--- config.mk ---
export PLATFORM = sky130hd
export DESIGN_NAME = noc_dg_injector_flat
export DESIGN_NICKNAME = d
export VERILOG_FILES = /design/src/rtl/noc_dg_injector_pkg.sv /design/src/rtl/noc_dg_injector_if.sv /design/src/rtl/noc_dg_injector_sync_fifo.sv /design/src/rtl/noc_dg_injector.sv /design/src/flat_wrapper.sv
export SDC_FILE = /design/constraint.sdc
export NUM_CORES = 1
export LEC_CHECK = 0
export BUFFER_PORTS_ARGS = -buffer_cell sky130_fd_sc_hd__buf_2
export CORE_UTILIZATION = 51
export CTS_CLUSTER_SIZE = 25
export DETAILED_ROUTE_END_ITERATION = 8
export PLACE_DENSITY = 0.72
export SLEW_MARGIN = 30
export SYNTH_ARGS = -nofsm -noshare
export SYNTH_HDL_FRONTEND = slang
export SYNTH_SLANG_ARGS = --single-unit
--- constraint.sdc ---
create_clock -name clk -period 1.9 [get_ports clk]
set_input_delay 0.095 -clock clk [delete_from_list [all_inputs] [get_ports clk]]
set_output_delay 0.095 -clock clk [all_outputs]
set_load 0.05 [all_outputs]
--- src/rtl/noc_dg_injector_pkg.sv ---
// Shared NoC types: dg/db word layout and injector FSM states.
package noc_dg_injector_pkg;

    localparam int unsigned NODE_ADDR_W = 4;
    localparam int unsigned PAYLOAD_W   = 4;
    localparam int unsigned DG_W        = NODE_ADDR_W + PAYLOAD_W;

    typedef struct packed {
        logic [NODE_ADDR_W-1:0] dest;
        logic [PAYLOAD_W-1:0]   payload;
    } dg_word_t;

    typedef enum logic [1:0] {
        IDLE,
        SETUP,
        REQ_HI,
        REQ_LO
    } inj_state_t;

endpackage

--- src/rtl/noc_dg_injector_if.sv ---
// Core-side push channel into the dg injector (valid/ready word offer).
interface noc_dg_injector_if;
    import noc_dg_injector_pkg::*;

    logic                   in_valid;
    logic                   in_ready;
    logic [NODE_ADDR_W-1:0] in_dest;
    logic [PAYLOAD_W-1:0]   in_payload;

    modport master (output in_valid, output in_dest, output in_payload, input in_ready);
    modport slave  (input in_valid, input in_dest, input in_payload, output in_ready);

endinterface

--- src/rtl/noc_dg_injector_sync_fifo.sv ---
// Single-clock FIFO; head word is always visible on dout. Shared with the db-side receiver.
module noc_sync_fifo #(
    parameter int unsigned WIDTH = 8,
    parameter int unsigned DEPTH = 4
) (
    input  logic             clk,
    input  logic             reset,
    input  logic             push,
    input  logic             pop,
    input  logic [WIDTH-1:0] din,
    output logic             full,
    output logic             empty,
    output logic [WIDTH-1:0] dout
);

    localparam int unsigned AW = $clog2(DEPTH);

    logic [WIDTH-1:0] mem [DEPTH];
    logic [AW:0]      wrPtr;
    logic [AW:0]      rdPtr;

    // Extra pointer MSB distinguishes full from empty when the indices match.
    assign empty = (wrPtr == rdPtr);
    assign full  = (wrPtr[AW] != rdPtr[AW]) && (wrPtr[AW-1:0] == rdPtr[AW-1:0]);
    assign dout  = mem[rdPtr[AW-1:0]];

    // Pointer update; push and pop in the same cycle leave the count unchanged.
    always_ff @(posedge clk) begin
        if (reset) begin
            wrPtr <= '0;
            rdPtr <= '0;
        end else begin
            if (push && !full) begin
                mem[wrPtr[AW-1:0]] <= din;
                wrPtr              <= wrPtr + (AW+1)'(1);
            end
            if (pop && !empty) begin
                rdPtr <= rdPtr + (AW+1)'(1);
            end
        end
    end

endmodule

--- src/rtl/noc_dg_injector.sv ---
// Clocked-to-async bridge: buffers core words and serialises them onto a
// node's dg port with a 4-phase return-to-zero bundled-data handshake.
module noc_dg_injector
    import noc_dg_injector_pkg::*;
#(
    parameter logic [NODE_ADDR_W-1:0] MY_IP     = 4'b0000,
    parameter int unsigned            DEPTH     = 4,
    parameter int unsigned            SETUP_CYC = 1,
    parameter int unsigned            CNT_W     = 16
) (
    input  logic              clk,
    input  logic              reset,
    noc_dg_injector_if.slave  core,
    output logic              err_self,
    output logic              dg_req,
    input  logic              dg_ack,
    output logic [DG_W-1:0]   dg_data,
    output logic              busy,
    output logic [CNT_W-1:0]  sent_cnt
);

    localparam int unsigned SCNT_W = (SETUP_CYC > 1) ? $clog2(SETUP_CYC) : 1;

    inj_state_t        state;
    logic [SCNT_W-1:0] setupCnt;
    logic              ackMeta;
    logic              ackS;
    logic              readyEn;
    logic              fifoFull;
    logic              fifoEmpty;
    logic              accept;
    logic              selfHit;
    logic              push;
    logic              pop;
    dg_word_t          inWord;
    dg_word_t          head;

    // Core-side acceptance; self-addressed words are consumed but never stored.
    assign core.in_ready = readyEn && !fifoFull;
    assign accept        = core.in_valid && core.in_ready;
    assign selfHit       = (core.in_dest == MY_IP);
    assign push          = accept && !selfHit;
    assign pop           = (state == IDLE) && !fifoEmpty && !ackS;
    assign busy          = (state != IDLE) || !fifoEmpty;
    assign inWord        = '{dest: core.in_dest, payload: core.in_payload};

    noc_sync_fifo #(
        .WIDTH (DG_W),
        .DEPTH (DEPTH)
    ) u_fifo (
        .clk   (clk),
        .reset (reset),
        .push  (push),
        .pop   (pop),
        .din   (inWord),
        .full  (fifoFull),
        .empty (fifoEmpty),
        .dout  (head)
    );

    // Two-flop synchroniser for the asynchronous acknowledge.
    always_ff @(posedge clk) begin
        if (reset) begin
            ackMeta <= 1'b0;
            ackS    <= 1'b0;
        end else begin
            ackMeta <= dg_ack;
            ackS    <= ackMeta;
        end
    end

    // Ready gating during reset and the one-cycle self-address error pulse.
    always_ff @(posedge clk) begin
        if (reset) begin
            readyEn  <= 1'b0;
            err_self <= 1'b0;
        end else begin
            readyEn  <= 1'b1;
            err_self <= accept && selfHit;
        end
    end

    // Handshake FSM: launch only over a low ack, hold data until return-to-zero.
    always_ff @(posedge clk) begin
        if (reset) begin
            state    <= IDLE;
            setupCnt <= '0;
            dg_req   <= 1'b0;
            dg_data  <= '0;
            sent_cnt <= '0;
        end else begin
            case (state)
                IDLE: begin
                    if (!fifoEmpty && !ackS) begin
                        dg_data  <= head;
                        setupCnt <= '0;
                        state    <= SETUP;
                    end
                end
                SETUP: begin
                    setupCnt <= setupCnt + SCNT_W'(1);
                    if (setupCnt == SCNT_W'(SETUP_CYC - 1)) begin
                        dg_req <= 1'b1;
                        state  <= REQ_HI;
                    end
                end
                REQ_HI: begin
                    if (ackS) begin
                        dg_req <= 1'b0;
                        state  <= REQ_LO;
                    end
                end
                REQ_LO: begin
                    if (!ackS) begin
                        sent_cnt <= sent_cnt + CNT_W'(1);
                        state    <= IDLE;
                    end
                end
                default: state <= IDLE;
            endcase
        end
    end

endmodule

--- src/flat_wrapper.sv ---
// flat-port wrapper written by rule: the top's interface ports become plain ports
module noc_dg_injector_flat import noc_dg_injector_pkg::*;
#(
    parameter logic [NODE_ADDR_W-1:0] MY_IP     = 4'b0000,
    parameter int unsigned            DEPTH     = 4,
    parameter int unsigned            SETUP_CYC = 1,
    parameter int unsigned            CNT_W     = 16
)
  (clk, reset, err_self, dg_req, dg_ack, dg_data, busy, sent_cnt, core_in_valid, core_in_dest, core_in_payload, core_in_ready);
  noc_dg_injector_if core_i ();
  input  logic clk;
  input  logic reset;
  output logic err_self;
  output logic dg_req;
  input  logic dg_ack;
  output logic [DG_W-1:0] dg_data;
  output logic busy;
  output logic [CNT_W-1:0] sent_cnt;
  input wire logic [$bits(core_i.in_valid)-1:0] core_in_valid;
  input wire logic [$bits(core_i.in_dest)-1:0] core_in_dest;
  input wire logic [$bits(core_i.in_payload)-1:0] core_in_payload;
  output wire logic [$bits(core_i.in_ready)-1:0] core_in_ready;
  assign core_i.in_valid = core_in_valid;
  assign core_i.in_dest = core_in_dest;
  assign core_i.in_payload = core_in_payload;
  assign core_in_ready = core_i.in_ready;
  noc_dg_injector #(.MY_IP(MY_IP), .DEPTH(DEPTH), .SETUP_CYC(SETUP_CYC), .CNT_W(CNT_W)) u_core (.clk(clk), .reset(reset), .core(core_i), .err_self(err_self), .dg_req(dg_req), .dg_ack(dg_ack), .dg_data(dg_data), .busy(busy), .sent_cnt(sent_cnt));
endmodule
==> results of run 1 <==
[logic make-up after synthesis]
logic type                 after synthesis  synth area share
AOI/OAI and AO/OA                       28           0.06463
xor gates and xnor gates                16           0.04888
adders and majority gates               11           0.04557
buffers and inverters                   15           0.02858
DFF                                     70            0.5700
muxes                                   21            0.1031
and+or+nand+nor                         75            0.1392
[cells in the mapped netlist (all sizes together), types with 3 or more instances]
master,count,share of area
nand2,11,0.014
edfxtp,32,0.32
nand4,7,0.019
dfxtp,38,0.25
nand3,6,0.0099
xnor2,7,0.023
xor2,9,0.026
nor3,4,0.0066
nor2,25,0.031
and2,4,0.0083
a21oi,9,0.015
clkbuf,3,0.0070
nor2b,4,0.0083
o21ai,6,0.0099
ha,11,0.046
mux2i,12,0.040
mux4,8,0.060
buf,4,0.012
inv,8,0.0099
[worst paths after layout]
kind | start | endpoint | slack (ns) | cells past startpoint
max | u_core.state[0] | u_core.sent_cnt[15] | 0.14 | 5
min | core_in_dest[1] | u_core.u_fifo.mem[3][5] | 0.02 | 1
max reg2reg | u_core.state[0] | u_core.sent_cnt[15] | 0.14 | 5
min reg2reg | u_core.ackMeta | u_core.ackS | 0.44 | 1
[area by class of cell]
type / instances / area [sq um]
Timing Repair Buffer: 59 / 365.4
Clock inverter: 7 / 48.80
Tap cell: 72 / 90.09
Fill cell: 466 / 2007
Multi-Input combinational cell: 151 / 1219
Sequential cell: 70 / 1724
Clock buffer: 9 / 123.9
Inverter: 8 / 30.03
[through the flow]
step	std cells	total power (W)	setup WS, ns	util	hold slack, ns
after floorplan	236	0.002771	0.02451	-	0.1939
after global placement	352	0.003011	0.1708	0.5959	0.3071
after detailed placement	352	0.003030	0.1005	0.5959	0.3123
after CTS	375	0.004087	0.09692	0.6392	0.001542
after global routing	376	0.004286	0.002893	0.6421	0.01631
final	376	0.004063	0.1358	0.6421	0.01789
[flip-flops by register name (all words and copies together), names as in the netlist]
register,flops
u_core.u_fifo.mem,32
u_core.sent_cnt,16
u_core.dg_data,8
u_core.u_fifo.rdPtr,3
u_core.u_fifo.wrPtr,3
u_core.state,2
u_core.ackMeta,1
u_core.ackS,1
u_core.dg_req,1
u_core.err_self,1
u_core.readyEn,1
u_core.setupCnt,1
[critical path: cells and delay by family (launching register included)]
family | cells | cell delay (ns)
and+or+nand+nor | 2 | 0.50
AOI/OAI and AO/OA | 2 | 0.50
DFF | 1 | 0.39
adders and majority gates | 1 | 0.28
[report_power, final]
part	internal [W]	switching [W]	leakage, nW
sequential	0.00169	0.0000722	0.599
clock	0.000474	0.000581	0.0855
combinational	0.000494	0.000756	0.756
[layer usage]
layer,up-vias,GRT usage
met3,9,0.03908
met2,50,0.2861
li1,994,-
met4,0,0.1036
met5,-,0
met1,956,0.2918
[timing repair]
action,4_1_cts,5_1_grt
gates resized for setup,0,5
hold buffers,7,1
endpoints found under the hold margin,22,1
setup endpoints to repair,0,34
==> results.cfg, run 1 <==
[status]
status = finished, final reports clean

[sta]
final.period_utilization = 0.9285
rsz0062_at_grt = no
period_needed_ns = 1.764
hold_viol = 0
relSlewSlack = 0.6888
fin_worst_skew_ns = 0.01129
setup_viol = 0
fin_tns_setup_ns = 0
clock.fmax_ghz = 0.5668
drv_slew = 0
worst_slew_pin_slew_ns = 0.4626

[placed_design]
postPlaceCellArea_sq_um = 3342
routabilityCongestion = 0.7754
dpl.hpwl_mm = 3.968
io_buffers = 39

[routing]
top_layer = met4
post_drt_wl_per_cell_um = 15.00
drt-initial-drc-count = 94
wl_met3_um = 249
drc = 0
dr.pass1.iters = 4
routed_wl_mm = 5.641
dr_wl_met2_mm = 2.411
final_antenna_net_count = 0
vias_per_cell = 5.343
vias = 2009
wl_met1_mm = 2.899

[worst_setup_path]
cp_data_arrival_time_ns = 2.00
start_kind = register
slowest_delay_ns = 0.39
cp_data_required_time_ns = 2.14
cp_cell_sequence = ha_1 > and4b_2 > nand3_1 > o31a_1 > o21a_1
crit_fanout = 6
worstSetupEndpointType = register
critPathKind = reg -> reg
cp_slowest_cell = dfxtp_1

[logic_synthesis]
avgSynthCellArea_sq_um = 12.80
synthesis.nets = 259
syn-cell-area_sq_um = 3020
netlist_instances = 236
yosysUniqueCellTypes = 45
synth_edf_count = 32
ys_ff_latch = 70
synth_flop_cell = dfxtp_1
synth_seq_area_share = 0.5700
yosysWarnings = 0
async_flop_share = 0

[flow_run]
cap_violations = 0

[die]
core-area_sq_um = 5608
die_area_sq_um = 6234
rows = 27
die_h_um = 78.96
pin_count = 40
initial_core_util = 0.5386
fp.dieW_um = 78.96

[finish]
syn_to_final_growth_pct = 19.22
design_area_sq_um = 3601
layout_common_cells = buf_2, dfxtp_1, edfxtp_1
antennaDiodeCount = 0
final_common_cell = buf_2
drive_gt1_frac = 0.2928
fin_nets = 322

[hold_path]
min_path_type = in -> reg

[global_route]
grt_remaining_overflow = 0
grt_usage = 0.2013
grt_max_degree = 28
antenna_found_initial = 0
grt_pass1_wl_mm = 9.273
first_global_vias = 1882

[cts]
clkSinkCount = 70
tritoncts = done
htreeDepth = 3
cts-buffers-inserted = 9
root_buffer = clkbuf_8
clk_latency_ns = 0.34
cts_max_path_buffers = 2
post-cts-setup-buffers = 0
clkTransAtPathRegs_ns = 0.08

[power_and_ir_drop]
leakage_nw = 1.441
ir_drop_uv = 563.8
p_per_area_nw_per_um2 = 1128
(Power assumes the default switching activity.)
==> run 2: changes to the inputs <==
--- a/config.mk
+++ b/config.mk
@@ -5,7 +5,7 @@
 export SDC_FILE = /design/constraint.sdc
 export NUM_CORES = 1
 export LEC_CHECK = 0
-export BUFFER_PORTS_ARGS = -buffer_cell sky130_fd_sc_hd__buf_2
+export BUFFER_PORTS_ARGS = -buffer_cell sky130_fd_sc_hd__buf_4
 export CORE_UTILIZATION = 51
 export CTS_CLUSTER_SIZE = 25
 export DETAILED_ROUTE_END_ITERATION = 8
==> run 2 against run 1 <==
Largest power group unchanged; routed wire length hardly changed; global-route usage up 0.31 points; register-to-register slack improved by 0.02 ns; flip-flop and latch count did not move; critical path type is now in -> reg; highest routed layer unchanged.
==> results.cfg, run 2 (synthesis gave the netlist of run 1 again) <==
[placed_design]
dpl.hpwl_mm = 4.006
io_buffers = 39
place_inst = 354
routabilityCongestion = 0.7594

[sta]
relSlewSlack = 0.6037
final.period_utilization = 0.9181
worst_slew_pin_slew_ns = 0.5890
rsz0062_at_grt = no
drv_slew = 0
fin_tns_setup_ns = 0
hold_viol = 0
period_needed_ns = 1.744
clock.fmax_ghz = 0.5733
setup_viol = 0
fin_worst_skew_ns = 0.01006

[worst_setup_path]
worstSetupEndpointType = register
cp_data_required_time_ns = 1.98
slowest_delay_ns = 0.55
crit_family = simple AND/OR/NAND/NOR gates
crit_fanout = 8
cp_cell_sequence = dlygate4sd3_1 > buf_4 > nor4_1 > nor3_1 > and2_2
start_kind = input pin
cp_data_arrival_time_ns = 1.82
cp_slowest_cell = nor4_1
path_buf_inv = 2
critPathKind = in -> reg

[routing]
vias_per_cell = 5.325
vias = 2018
final_antenna_net_count = 0
post_drt_wl_per_cell_um = 14.88
dr.pass1.iters = 4
routed_wl_mm = 5.638
drc = 0
drt-initial-drc-count = 36

[power_and_ir_drop]
ir_drop_uv = 806.9
p_total_w = 0.004249
p_per_area_nw_per_um2 = 1134
leakage_nw = 1.477

[die]
initial_core_util = 0.5386
die_h_um = 78.96
core-area_sq_um = 5608
die_area_sq_um = 6234
rows = 27
pin_count = 40
fp.dieW_um = 78.96

[cts]
cts_max_path_buffers = 2
cts-buffers-inserted = 9
clkTransAtPathRegs_ns = 0.07
tritoncts = done
clkSinkCount = 70
clk_latency_ns = 0.34
root_buffer = clkbuf_8
htreeDepth = 3

[global_route]
grt_max_degree = 36
grt_remaining_overflow = 0
grt_usage = 0.2044
first_global_vias = 1969
grt_pass1_wl_mm = 9.418
antenna_found_initial = 0

[flow_run]
cap_violations = 0

[hold_path]
min_path_type = in -> reg

[finish]
syn_to_final_growth_pct = 24.07
fin_cells = 379
drive_gt1_frac = 0.2932
largest_register_ffs = 32
antennaDiodeCount = 0
final_common_cell = buf_4
layout_common_cells = buf_4, dfxtp_1, edfxtp_1
fin_util = 0.6682
fin_nets = 325

[status]
status = finished, final reports clean
## run 2: changes by cell type in the layout (fill, tap and decap cells not counted)
| cell | previous run | this run |
|---|---|---|
| buf_4 | 12 | 53 |
| clkinv_1 | 0 | 1 |
| dlygate4sd3_1 | 8 | 9 |
| clkinvlp_2 | 1 | 0 |
| clkinv_2 | 2 | 1 |
| inv_6 | 1 | 2 |
| buf_2 | 39 | 0 |
| clkinv_4 | 2 | 1 |
| bufinv_16 | 0 | 1 |
## run 2: per-stage QoR
| step | hold slack (ns) | setup slack, ns | instance area [sq um] |
|---|---|---|---|
| finish | 0.05726 | 0.1556 | 3747 |
| global route | 0.05434 | 0.006314 | 3747 |
| CTS | 0.05098 | 0.07167 | 3741 |
| detailed placement | 0.3071 | 0.09840 | 3455 |
| global placement | 0.3031 | 0.1791 | 3455 |
| floorplan | 0.1939 | 0.02451 | 3023 |
## run 2: where the power goes
group          internal, W  leakage (nW)  switching [W]
clock network     0.000610        0.0976       0.000571
logic             0.000552         0.781       0.000754
registers          0.00169         0.599      0.0000754
## run 2: final timing paths
check                   from                 endpoint  slack (ns)  cells after the start
min                    reset           u_core.readyEn        0.06                      2
max reg2reg  u_core.state[0]      u_core.sent_cnt[15]        0.16                      5
max          core_in_dest[1]  u_core.u_fifo.mem[0][5]        0.16                      5
min reg2reg   u_core.ackMeta              u_core.ackS        0.44                      1
## run 2: cell type report
class | instances | area (sq um)
Clock buffer | 9 | 123.9
Clock inverter | 7 | 72.57
Fill cell | 453 | 1861
Inverter | 8 | 30.03
Multi-Input combinational cell | 151 | 1219
Sequential cell | 70 | 1724
Tap cell | 72 | 90.09
Timing Repair Buffer | 62 | 488.0
## run 2: what timing repair did
item	in CTS	in global routing
hold buffers	9	0
gates resized for setup	0	5
buffers inserted	0	0
endpoints found under the setup margin	0	33
hold endpoints to repair	33	0
## run 2: layer usage
metal  track usage  vias up  wire, um
met5             0        -         0
met4        0.1000        0       119
met3       0.05287       12       211
met2        0.3035       45      2481
met1        0.2780      962      2825
li1              -      999         -
==> run 3: changes to the inputs <==
--- a/config.mk
+++ b/config.mk
@@ -6,10 +6,11 @@
 export NUM_CORES = 1
 export LEC_CHECK = 0
 export BUFFER_PORTS_ARGS = -buffer_cell sky130_fd_sc_hd__buf_4
-export CORE_UTILIZATION = 51
+export CORE_UTILIZATION = 53
+export CTS_BUF_LIST = sky130_fd_sc_hd__clkbuf_2
 export CTS_CLUSTER_SIZE = 25
 export DETAILED_ROUTE_END_ITERATION = 8
-export PLACE_DENSITY = 0.72
+export PLACE_DENSITY = 0.74
 export SLEW_MARGIN = 30
 export SYNTH_ARGS = -nofsm -noshare
 export SYNTH_HDL_FRONTEND = slang
==> run 3 against run 2 <==
Via count did not move; final area decreased by 1.4%; clock skew is 0.0093 ns higher; worst hold slack gained 0.30 ns; sequential share of layout area rose by 0.69 points; routed wire length is 1.4% lower; die area fell by 3.7%; critical path type is now reg -> out; largest cell class unchanged.
==> results.cfg, run 3 (synthesis gave the netlist of run 1 again) <==
[status]
status = finished, final reports clean

[sta]
fin_tns_setup_ns = 0
setup_viol = 0
clock.fmax_ghz = 0.5663
fin_worst_skew_ns = 0.01932
rsz0062_at_grt = no
final.period_utilization = 0.9294
worst_slew_pin_slew_ns = 0.4936
relSlewSlack = 0.6679
drv_slew = 0
period_needed_ns = 1.766
hold_viol = 0

[finish]
drive_gt1_frac = 0.2955
final_common_cell = buf_4
antennaDiodeCount = 0
regArea_sq_um = 1725
fin_cells = 380
largest_register_ffs = 32
syn_to_final_growth_pct = 22.33
fin_nets = 326
layout_common_cells = buf_4, dfxtp_1, edfxtp_1
fin_util = 0.6710
multiInputGateArea_sq_um = 1231
fillers = 424

[worst_setup_path]
worstSetupEndpointType = output pin
slowest_delay_ns = 0.39
crit_top_cell = buf_4
cp_slowest_cell = dfxtp_1
path_buf_inv = 2
crit_fanout = 5
cp_cell_sequence = xnor2_2 > buf_4 > o31a_1 > buf_4
reg2reg_from = u_core.state[0]
cp_data_required_time_ns = 1.80
start_kind = register
crit_family = flip-flops
cp_num_cells = 4
r2r_cells = 5
cp_data_arrival_time_ns = 1.67
reg2reg_to = u_core.sent_cnt[15]
critPathKind = reg -> out
rrSetupSlack_ns = 0.14

[die]
die_h_um = 77.49
die_area_sq_um = 6005
initial_core_util = 0.5485
fp.dieW_um = 77.49
pin_count = 40
core-area_sq_um = 5507
rows = 27

[cts]
clkSinkCount = 70
clk_latency_ns = 0.48
tritoncts = done
cts-buffers-inserted = 9
htreeDepth = 3
post-cts-setup-buffers = 0
clkTransAtPathRegs_ns = 0.19
cts_max_path_buffers = 2
root_buffer = clkbuf_2

[placed_design]
io_buffers = 39
dpl.hpwl_mm = 3.933
routabilityCongestion = 0.7600
place_inst = 353

[routing]
post_drt_wl_per_cell_um = 14.63
drt-initial-drc-count = 59
vias_per_cell = 5.311
drc = 0
routed_wl_mm = 5.560
final_antenna_net_count = 0
dr.pass1.iters = 6
vias = 2018

[power_and_ir_drop]
p_per_area_nw_per_um2 = 1030
leakage_nw = 1.454
ir_drop_uv = 540.2

[global_route]
grt_pass1_wl_mm = 9.190
grt_max_degree = 36
first_global_vias = 1920
busiest_layer = met2
antenna_found_initial = 0
grt_usage = 0.2040
grt_use_met2 = 0.3044
met3_usage = 0.05294
grt_use_met1 = 0.2751
grt_remaining_overflow = 0

[hold_path]
holdPathEnd = u_core.u_fifo.mem[3][3]
hold_depth = 2
min_path_type = in -> reg
hold_path.startpoint = core_in_payload[3]

[flow_run]
cap_violations = 0
run 3: cell count changes in the layout (fill, tap and decap cells not counted), moves of 2 or more:
cell,previous run,this run
clkinv_4,1,3
dlygate4sd3_1,9,11
clkbuf_2,0,10
clkbuf_8,9,0
buf_4,53,50
xnor2_2,1,3
xnor2_1,6,4
run 3: worst register-to-register path: cells and delay by family (launching register included):
kind | cells | cell delay, ns
simple gates | 2 | 0.51
flops | 1 | 0.43
fa+ha+maj | 1 | 0.28
compound gates | 2 | 0.49
run 3: cell type report:
class                           instances  area share
Inverter                                8    0.008127
Timing Repair Buffer                   63      0.1409
Clock buffer                           10     0.01355
Clock inverter                          6     0.01287
Tap cell                               72     0.02438
Sequential cell                        70      0.4670
Multi-Input combinational cell        151      0.3332
run 3: per-stage QoR:
| stage | power [W] | area, sq um | setup WS [ns] | hold slack [ns] |
|---|---|---|---|---|
| finish | 0.003807 | 3695 | 0.1341 | 0.3546 |
| global route | 0.004016 | 3695 | 0.001062 | 0.2790 |
| CTS | 0.003828 | 3682 | 0.04240 | 0.2927 |
| detailed placement | 0.003072 | 3460 | 0.07241 | 0.3025 |
| global placement | 0.003067 | 3460 | 0.1594 | 0.2992 |
| floorplan | 0.002771 | 3023 | 0.02451 | 0.1939 |
run 3: routing by layer:
metal / vias up / wire, um / share of wire
met2: 42 / 2513 / 0.45
met3: 8 / 166 / 0.030
li1: 1005 / - / -
met5: - / 0 / 0
met1: 963 / 2796 / 0.50
met4: 0 / 83 / 0.015
run 3: worst max-delay path by stage:
stage                                 startpoint                      end  slack (ns)
after detailed placement  u_core.u_fifo.wrPtr[1]  u_core.u_fifo.mem[3][1]        0.07
after floorplan           u_core.u_fifo.rdPtr[2]          u_core.state[0]        0.02
after global placement    u_core.u_fifo.wrPtr[1]  u_core.u_fifo.mem[3][3]        0.16
final                     u_core.u_fifo.wrPtr[2]            core_in_ready        0.13
after CTS                 u_core.u_fifo.rdPtr[0]                     busy        0.04
after global routing      u_core.u_fifo.wrPtr[2]            core_in_ready       0.001
run 3: what timing repair did:
action / 4_1_cts / 5_1_grt
resized for setup: 2 / 6
endpoints found under the setup margin: 1 / 26
endpoints found under the hold margin: 40 / 0
hold buffers: 11 / 0
run 3: report_power, final:
part / total, W / switching, W / internal (W)
registers: 0.00177 / 0.0000809 / 0.00169
logic: 0.00131 / 0.000750 / 0.000565
clock network: 0.000723 / 0.000536 / 0.000187
